[config.mk]
export PLATFORM = sky130hd
export DESIGN_NAME = pipe_hazard_ctrl
export DESIGN_NICKNAME = d
export VERILOG_FILES = /design/src/rtl/pipe_hazard_ctrl.sv
export SDC_FILE = /design/constraint.sdc
export NUM_CORES = 1
export LEC_CHECK = 0
export CORE_ASPECT_RATIO = 1.75
export CORE_MARGIN = 4
export CORE_UTILIZATION = 30
export DETAILED_ROUTE_END_ITERATION = 7
export SLEW_MARGIN = 20
export SYNTH_ARGS = -nofsm -noshare
export SYNTH_HDL_FRONTEND = slang
export SYNTH_SLANG_ARGS = --single-unit
[constraint.sdc]
create_clock -name Clk -period 2.06 [get_ports Clk]
set_input_delay 0.206 -clock Clk [delete_from_list [all_inputs] [get_ports Clk]]
set_output_delay 0.206 -clock Clk [all_outputs]
set_load 0.01 [all_outputs]
[src/rtl/pipe_hazard_ctrl.sv]
// Pipeline hazard controller: load-use stalls, branch flushes, halt/resume and
// EX operand forwarding select, with a saturating count of inserted bubbles.
module pipe_hazard_ctrl #(
  parameter int STALL_CYCLES = 1,
  parameter int FLUSH_CYCLES = 1
) (
  input  logic       Clk,
  input  logic       Reset,
  input  logic [2:0] IF_ID_Read_Reg_Num,
  input  logic       IF_ID_Uses_Reg,
  input  logic       ID_EX_RegWrite,
  input  logic       ID_EX_MemRead,
  input  logic [2:0] ID_EX_Read_Reg_Num,
  input  logic [2:0] ID_EX_Write_Reg_Num,
  input  logic       EX_MEM_RegWrite,
  input  logic       MEM_WB_RegWrite,
  input  logic [2:0] EX_MEM_Write_Reg_Num,
  input  logic [2:0] MEM_WB_Write_Reg_Num,
  input  logic       Branch_Taken,
  input  logic       Halt_Req,
  input  logic       Resume,
  output logic       PC_Write,
  output logic       IF_ID_Write,
  output logic       IF_ID_Flush,
  output logic       ID_EX_Bubble,
  output logic [1:0] Fwd_Sel,
  output logic [1:0] State,
  output logic [7:0] Bubble_Count
);

  typedef enum logic [1:0] {
    RUN    = 2'b00,
    STALL  = 2'b01,
    FLUSH  = 2'b10,
    HALTED = 2'b11
  } state_t;

  localparam logic [3:0] STALL_LOAD   = 4'(STALL_CYCLES - 1);
  localparam logic [3:0] FLUSH_LOAD   = 4'(FLUSH_CYCLES - 1);
  // A branch inside FLUSH must always buy at least one more flush cycle.
  localparam logic [3:0] FLUSH_RELOAD = (FLUSH_CYCLES > 1) ? FLUSH_LOAD : 4'd1;

  state_t     state_q, state_d;
  logic [3:0] cnt_q, cnt_d;
  logic       pend_q, pend_d;
  logic [7:0] bcnt_q;

  logic   hz;
  logic   halt_now;
  state_t exit_state;

  assign hz = ID_EX_MemRead & ID_EX_RegWrite & IF_ID_Uses_Reg &
              (ID_EX_Write_Reg_Num == IF_ID_Read_Reg_Num);
  assign halt_now   = pend_q | Halt_Req;
  assign exit_state = halt_now ? HALTED : RUN;

  always_comb begin
    state_d      = state_q;
    cnt_d        = cnt_q;
    pend_d       = pend_q | Halt_Req;
    PC_Write     = 1'b1;
    IF_ID_Write  = 1'b1;
    IF_ID_Flush  = 1'b0;
    ID_EX_Bubble = 1'b0;
    unique case (state_q)
      RUN: begin
        if (Branch_Taken) begin
          IF_ID_Flush  = 1'b1;
          ID_EX_Bubble = 1'b1;
          if (FLUSH_CYCLES > 1) begin
            state_d = FLUSH;
            cnt_d   = FLUSH_LOAD;
          end else begin
            state_d = exit_state;
          end
        end else if (hz) begin
          PC_Write     = 1'b0;
          IF_ID_Write  = 1'b0;
          ID_EX_Bubble = 1'b1;
          if (STALL_CYCLES > 1) begin
            state_d = STALL;
            cnt_d   = STALL_LOAD;
          end else begin
            state_d = exit_state;
          end
        end else if (halt_now) begin
          state_d = HALTED;
        end
      end
      STALL: begin
        PC_Write     = 1'b0;
        IF_ID_Write  = 1'b0;
        ID_EX_Bubble = 1'b1;
        if (cnt_q <= 4'd1) begin
          state_d = exit_state;
          cnt_d   = 4'd0;
        end else begin
          cnt_d = cnt_q - 4'd1;
        end
      end
      FLUSH: begin
        IF_ID_Flush  = 1'b1;
        ID_EX_Bubble = 1'b1;
        if (Branch_Taken) begin
          cnt_d = FLUSH_RELOAD;
        end else if (cnt_q <= 4'd1) begin
          state_d = exit_state;
          cnt_d   = 4'd0;
        end else begin
          cnt_d = cnt_q - 4'd1;
        end
      end
      HALTED: begin
        PC_Write     = 1'b0;
        IF_ID_Write  = 1'b0;
        ID_EX_Bubble = 1'b1;
        if (Resume) state_d = RUN;
      end
      default: state_d = RUN;
    endcase
    // Entering or sitting in HALTED consumes any pending request.
    if (state_d == HALTED) pend_d = 1'b0;
    if (!Reset) begin
      PC_Write     = 1'b0;
      IF_ID_Write  = 1'b0;
      IF_ID_Flush  = 1'b1;
      ID_EX_Bubble = 1'b1;
    end
  end

  always_comb begin
    Fwd_Sel = 2'b00;
    if (EX_MEM_RegWrite && (EX_MEM_Write_Reg_Num == ID_EX_Read_Reg_Num)) begin
      Fwd_Sel = 2'b10;
    end else if (MEM_WB_RegWrite && (MEM_WB_Write_Reg_Num == ID_EX_Read_Reg_Num)) begin
      Fwd_Sel = 2'b01;
    end
    if (!Reset) Fwd_Sel = 2'b00;
  end

  always_ff @(posedge Clk) begin
    if (!Reset) begin
      state_q <= RUN;
      cnt_q   <= 4'd0;
      pend_q  <= 1'b0;
      bcnt_q  <= 8'd0;
    end else begin
      state_q <= state_d;
      cnt_q   <= cnt_d;
      pend_q  <= pend_d;
      if (ID_EX_Bubble && (bcnt_q != 8'hFF)) bcnt_q <= bcnt_q + 8'd1;
    end
  end

  assign State        = state_q;
  assign Bubble_Count = bcnt_q;

endmodule

==> impl_metrics.yaml <==
run_status:
  status: "completed"
sta:
  finalSetupTns_ps: 0
  whs_ps: 497.0
  rsz0062_at_grt: "false"
  setup_ws_ps: 128.0
  max_freq_mhz: 517.6
  timing.final.crit_share: 0.9379
  worst_pin_slew_ps: 346.0
  finClkSkew_ps: 3.874
  hold_viol: 0
  min_period_ps: 1932
  maxSlewHeadroom: 0.7669
  setup_violations: 0
  slew_violations: 0
clock_tree:
  clkLatencyLatePin_ps: 250
  hold_buffers: 0
  cts_buffer_depth: 2
  clk_pin_slew_ps: 60
  cts-root-buf: "clkbuf_8"
  cts_tree: "yes"
  numCtsBuffers: 3
  cts.sinks: 15
  cts.htree.levels: 1
global_route:
  antenna_found_initial: 0
  grt_overflow: 0
  grt_pass1_vias: 1165
  grt_pass1_wl_um: 4788
  grt_max_degree: 20
  groute.usage.overall: 0.1340
synthesis:
  ys_seq_elements: 15
  synth_cells: 129
  synth_area_per_cell_um2: 8.438
  synth_cell_types: 39
  yosys_most_used_dff: "dfxtp_1"
  ys_seq_area_frac: 0.2759
  ys_warn_count: 0
  synth_area_leaders: "dfxtp_1 28%, ha_1 9.2%, mux2i_1 6.4%, xnor2_1 5.6%, nand2_1 4.8%"
  synth_top_area_frac: 0.2759
  synth_edf_count: 0
  netlist_area_mm2: 0.001089
  async_flop_share: 0
  synthesis.nets: 162
  synth_area_leader_cell: "dfxtp_1"
floorplanning:
  die_y_um: 87.69
  dieArea_mm2: 0.004694
  rows: 28
  ios: 41
  core_mm2: 0.003433
  initial_core_util: 0.3171
  floorplan.die.width_um: 53.54
worst_setup_path:
  cp_top_family: "buffers and inverters"
  worst_path_largest_cell_delay_ps: 480
  crit_arrival_ps: 1730
  critPathSlowestCell: "clkdlybuf4s50_1"
  worstSetupStartpointType: "flip-flop"
  crit_type: "flip-flop to primary output"
  cp_max_fo: 5
  crit_path_end_kind: "primary output"
  crit_buf_inv: 2
  cp_cell_sequence: "inv_2 -> ha_1 -> a211o_1 -> clkdlybuf4s50_1"
  crit_required_ps: 1850
run:
  cap_violations: 0
detailed_routing:
  drt_pre_antenna_iters: 4
  wl_per_cell_um: 12.54
  routed_wl_um: 2783
  ant_nets: 0
  via_per_inst: 4.977
  drc: 0
  num_vias: 1105
  first_iter_violations: 13
power_and_ir_drop:
  seq_power_share: 0.311
  power_frac_comb: 0.499
  clockPowerShare: 0.190
  ir_drop_uv: 363.8
  p_leak_nw: 0.6549
  p_switching_mw: 0.4711
  p_total_mw: 1.271
  p_per_area_mw_per_mm2: 775.5
  p_int_mw: 0.7999
  sw_frac_of_total: 0.3707
final_layout:
  final_nets: 211
  layout-drive-gt1-share: 0.1186
  final_cell_mix: "37 x clkdlybuf4s50_1, 14 x dfxtp_1, 14 x nand2_1"
  final_common_cell: "clkdlybuf4s50_1"
  area_growth_pct: 50.57
  final_cells: 222
  diodes: 0
placement:
  port_buffers: 40
  place_worst_setup_slack_ps: 44.13
  post-place-cells: 218
  dp_hpwl_um: 2439
  place_congestion: 0.7786
worst_hold_path:
  hp-class: "flip-flop to flip-flop"
-- cell families after synthesis --
kind of cell,Yosys count,synth area share
adders and majority gates,8,0.09196
DFF,15,0.2759
AOI/OAI and AO/OA,31,0.2218
xor gates and xnor gates,11,0.09541
muxes,7,0.06437
and+or+nand+nor,45,0.2046
buffers and inverters,12,0.04598
-- final cells by class --
| type | count | area (µm²) |
|---|---|---|
| clock inverters | 1 | 5.005 |
| flip-flops and latches | 15 | 301.5 |
| fillers | 374 | 1794 |
| repair buffers | 48 | 464.2 |
| inverters | 8 | 30.03 |
| well taps | 45 | 56.30 |
| multi-input cells | 102 | 740.7 |
| clock buffers | 3 | 41.29 |
-- registers in the layout (all words and copies together), names as in the netlist --
signal and cells:
Bubble_Count 8, cnt_q 4, State 2, pend_q 1
-- cells in the mapped netlist (all sizes together), types with 2 or more instances --
cell type / instances
a211oi: 5
dfxtp: 15
clkbuf: 2
o311a: 2
xor2: 3
xnor2: 8
nand2: 14
mux2i: 7
and3: 2
ha: 8
buf: 2
nor2: 10
a21oi: 5
o21ai: 8
nand2b: 5
o31ai: 2
inv: 8
nand4: 3
nand3: 3
and2: 2
-- repair_timing --
action | 4_1_cts | 5_1_grt
pin swaps | 0 | 0
setup buffers | 0 | 0
gates cloned | 0 | 0
resized for setup | 3 | 4
setup endpoints to repair | 2 | 2
-- final timing paths --
| check | endpoint | depth (start not counted) | slack [ps] | start |
|---|---|---|---|---|
| setup / recovery | IF_ID_Flush | 4 | 130 | State[0] |
| hold reg to reg | Bubble_Count[1] | 2 | 500 | Bubble_Count[1] |
| setup reg to reg | pend_q | 6 | 260 | cnt_q[0] |
| hold / removal | Bubble_Count[1] | 2 | 500 | Bubble_Count[1] |
-- layer usage --
| layer | GRT usage | part of all wire | vias to the layer above |
|---|---|---|---|
| met5 | 0 | 0 | - |
| met4 | 0.05116 | 0.017 | 0 |
| li1 | - | - | 552 |
| met3 | 0.02726 | 0.064 | 5 |
| met1 | 0.1220 | 0.32 | 517 |
| met2 | 0.2693 | 0.59 | 31 |
-- stage by stage --
stage	area, µm²	utilization
after global routing	1639	0.4774
final	1639	0.4774
after CTS	1632	0.4752
after floorplan	1089	-
after global placement	1585	0.4617
after detailed placement	1585	0.4617
-- power by group through the flow --
stage	sequential (mW)	clock, mW	combinational (mW)
finish	0.396	0.241	0.634
global route	0.403	0.262	0.718
CTS	0.395	0.252	0.642
detailed placement	0.399	0	0.643
global placement	0.395	0	0.624
floorplan	0.400	0	0.387
-- worst reg2reg max path, cell delays in order (launching register included) --
cell	delay (ps)
dfxtp_1	400
inv_1	60
ha_1	200
or2_2	320
a311oi_1	320
a211oi_2	90
o311a_1	290
(Power assumes the default switching activity.)
==> RTL change (same flow settings) <==
Reset style: asynchronous (`Reset`), changed in one clocked block.
--- a/src/rtl/pipe_hazard_ctrl.sv
+++ b/src/rtl/pipe_hazard_ctrl.sv
@@ -138,7 +138,7 @@
     if (!Reset) Fwd_Sel = 2'b00;
   end
 
-  always_ff @(posedge Clk) begin
+  always_ff @(posedge Clk or negedge Reset) begin
     if (!Reset) begin
       state_q <= RUN;
       cnt_q   <= 4'd0;
Function: differs if Reset is asserted again (counterexample within 4 cycles, from zero or initial values and one cycle with Reset low); with Reset held inactive, the same outputs for 10 cycles.
==> RTL change against the original RTL <==
Wire length grew 7.4%; sequential cell count is the same; cell count shrank 6.8%; design area grew 2.4%; area after synthesis grew 0.23%; worst setup slack lost 96 ps.
Power is not compared: it rests on default switching activity, and its combinational part moved more than twofold at a synthesized area within 25%.
==> RTL change: results (changes against the original RTL) <==
| Result | Reported | Delta |
| --- | --- | --- |
| First-pass GRT wire length | 4710 um | -1.7% |
| Non-clock buffer contribution to total cell area | 29.3% | +0.96 points |
| Highest-delay cell along the critical path | sky130_fd_sc_hd__dfrtp_1 |  |
| Routed length on met1 | 1140 um | +26% |
| Flip-flop cell with the highest count after synthesis | sky130_fd_sc_hd__dfrtp_1 |  |
| Clock period minus final worst setup slack | 2030 ps | +95.8 ps |
| DR vias | 1027 | -7.1% |
| Vias per cell | 4.96 | -0.32% |
| Non-clock buffer instance count of the final layout | 52 | +8.3% |
| R2R depth | 7 | +1 |
| Async S/R FF share, synth | 100% | +100 points |
| Final instance area | 1680 um2 | +2.4% |
| Vias in the first global route | 1057 | -9.3% |
| Endpoint of the most critical register-to-register path | State[1]$_DFF_PN0_ |  |
| Setup Skew | 1.04 ps | -2.83 ps |
| Sequential cell count | 15 | unchanged |
| Arrival time worst endpoint | 1820 ps | +90 ps |
| Net count after synthesis | 141 | -13% |
| Pin count of the biggest net entering global routing | 11 | -45% |
| Number of fillers in the final layout | 351 | -6.1% |
| Weighted congestion reported at the end of routability-driven placement | 0.791 | +1.5% |
| Clock network area share | 2.68% | -0.14 points |
| Share of the yosys chip area belonging to registers | 34.4% | +6.8 points |
| Global routing usage on met2 | 26.0% | -0.89 points |
| Worst R2R Setup Slack | 200 ps | -60 ps |
| Clk_buf instances | 4 | +1 |
| Mapped Area | 1090 um2 | +0.23% |
| Total met3 wirelength after detailed routing | 154 um | -13% |
| Critical Path End | IF_ID_Write |  |
| Slowest cell delay on critical path | 390 ps | -90 ps |
| Pre-CTS worst setup slack | -45.4 ps | -89.5 ps |
| Cell types with the largest area share after synthesis | sky130_fd_sc_hd__dfrtp_1 34%, sky130_fd_sc_hd__ha_1 8.0%, sky130_fd_sc_hd__xnor2_1 5.6% |  |
| Mean cell area of the mapped netlist | 10.0 um2 | +19% |
| Final routed wire length divided by cell count | 14.4 um | +15% |
| DRT iter0 DRCs | 13 | unchanged |
| Path type of the worst min-delay path | in -> async |  |
| Status | completed |  |
| Multi-input gate share of total cell area | 41.0% | -4.2 points |
| Global-route total usage across every layer | 13.6% | +0.19 points |
| Setup crit start | State[1]$_DFF_PN0_ |  |
| Highest fanout seen on the critical path | 4 | -1 |
| Startpoint of the worst register-to-register path | State[0]$_DFF_PN0_ |  |
| Count of multi-input gates | 85 | -17% |
| GR Layer Usage met3 | 1.70% | -1.0 points |
| Metal2 WL | 1640 um | -1.1% |
| Post-synthesis cell type count | 41 | +5.1% |
| Slew Limit Headroom | 67.0% | -9.7 points |
| Cell area reported after detailed placement | 1600 um2 | +0.95% |
| Storage cell area | 375 um2 | +24% |
| Synth top cells by count | 15 x sky130_fd_sc_hd__dfrtp_1, 7 x sky130_fd_sc_hd__a21oi_1, 7 x sky130_fd_sc_hd__ha_1, 7 x sky130_fd_sc_hd__xnor2_1 |  |
| HPWL after DPL | 2410 um | -1.3% |
| Total Nets Final | 195 | -7.6% |
| Worst Hold Slack | 403 ps | -93.6 ps |
| Ratio of cells with drive above 1 in the final layout | 13.6% | +1.7 points |
## RTL change: changes by cell type after synthesis, moves of 3 or more
cell                       delta
sky130_fd_sc_hd__nand2_1     -10
sky130_fd_sc_hd__and3_1       +3
sky130_fd_sc_hd__mux2i_1      -7
sky130_fd_sc_hd__dfxtp_1     -15
sky130_fd_sc_hd__dfrtp_1     +15
sky130_fd_sc_hd__a211oi_1     -4
sky130_fd_sc_hd__xor2_1       +3
sky130_fd_sc_hd__nor2_1       -7
## RTL change: kinds of logic (layout without fill, tap and decap cells)
logic type	after synthesis	after routing	share of synthesized area [%]
adders and majority gates	7	7	8.03
muxes	2	2	2.06
and+or+nand+nor	32	32	17.4
xor gates and xnor gates	13	13	10.4
DFF	15	15	34.4
AOI/OAI and AO/OA	31	31	24.2
buffers and inverters	9	62	3.44
## RTL change: repair_timing
item | CTS | global route
hold buffers | 0 | 0
resized for setup | 4 | 3
buffers inserted | 2 | 1
endpoints found under the setup margin | 4 | 4
hold endpoints to repair | 0 | 0
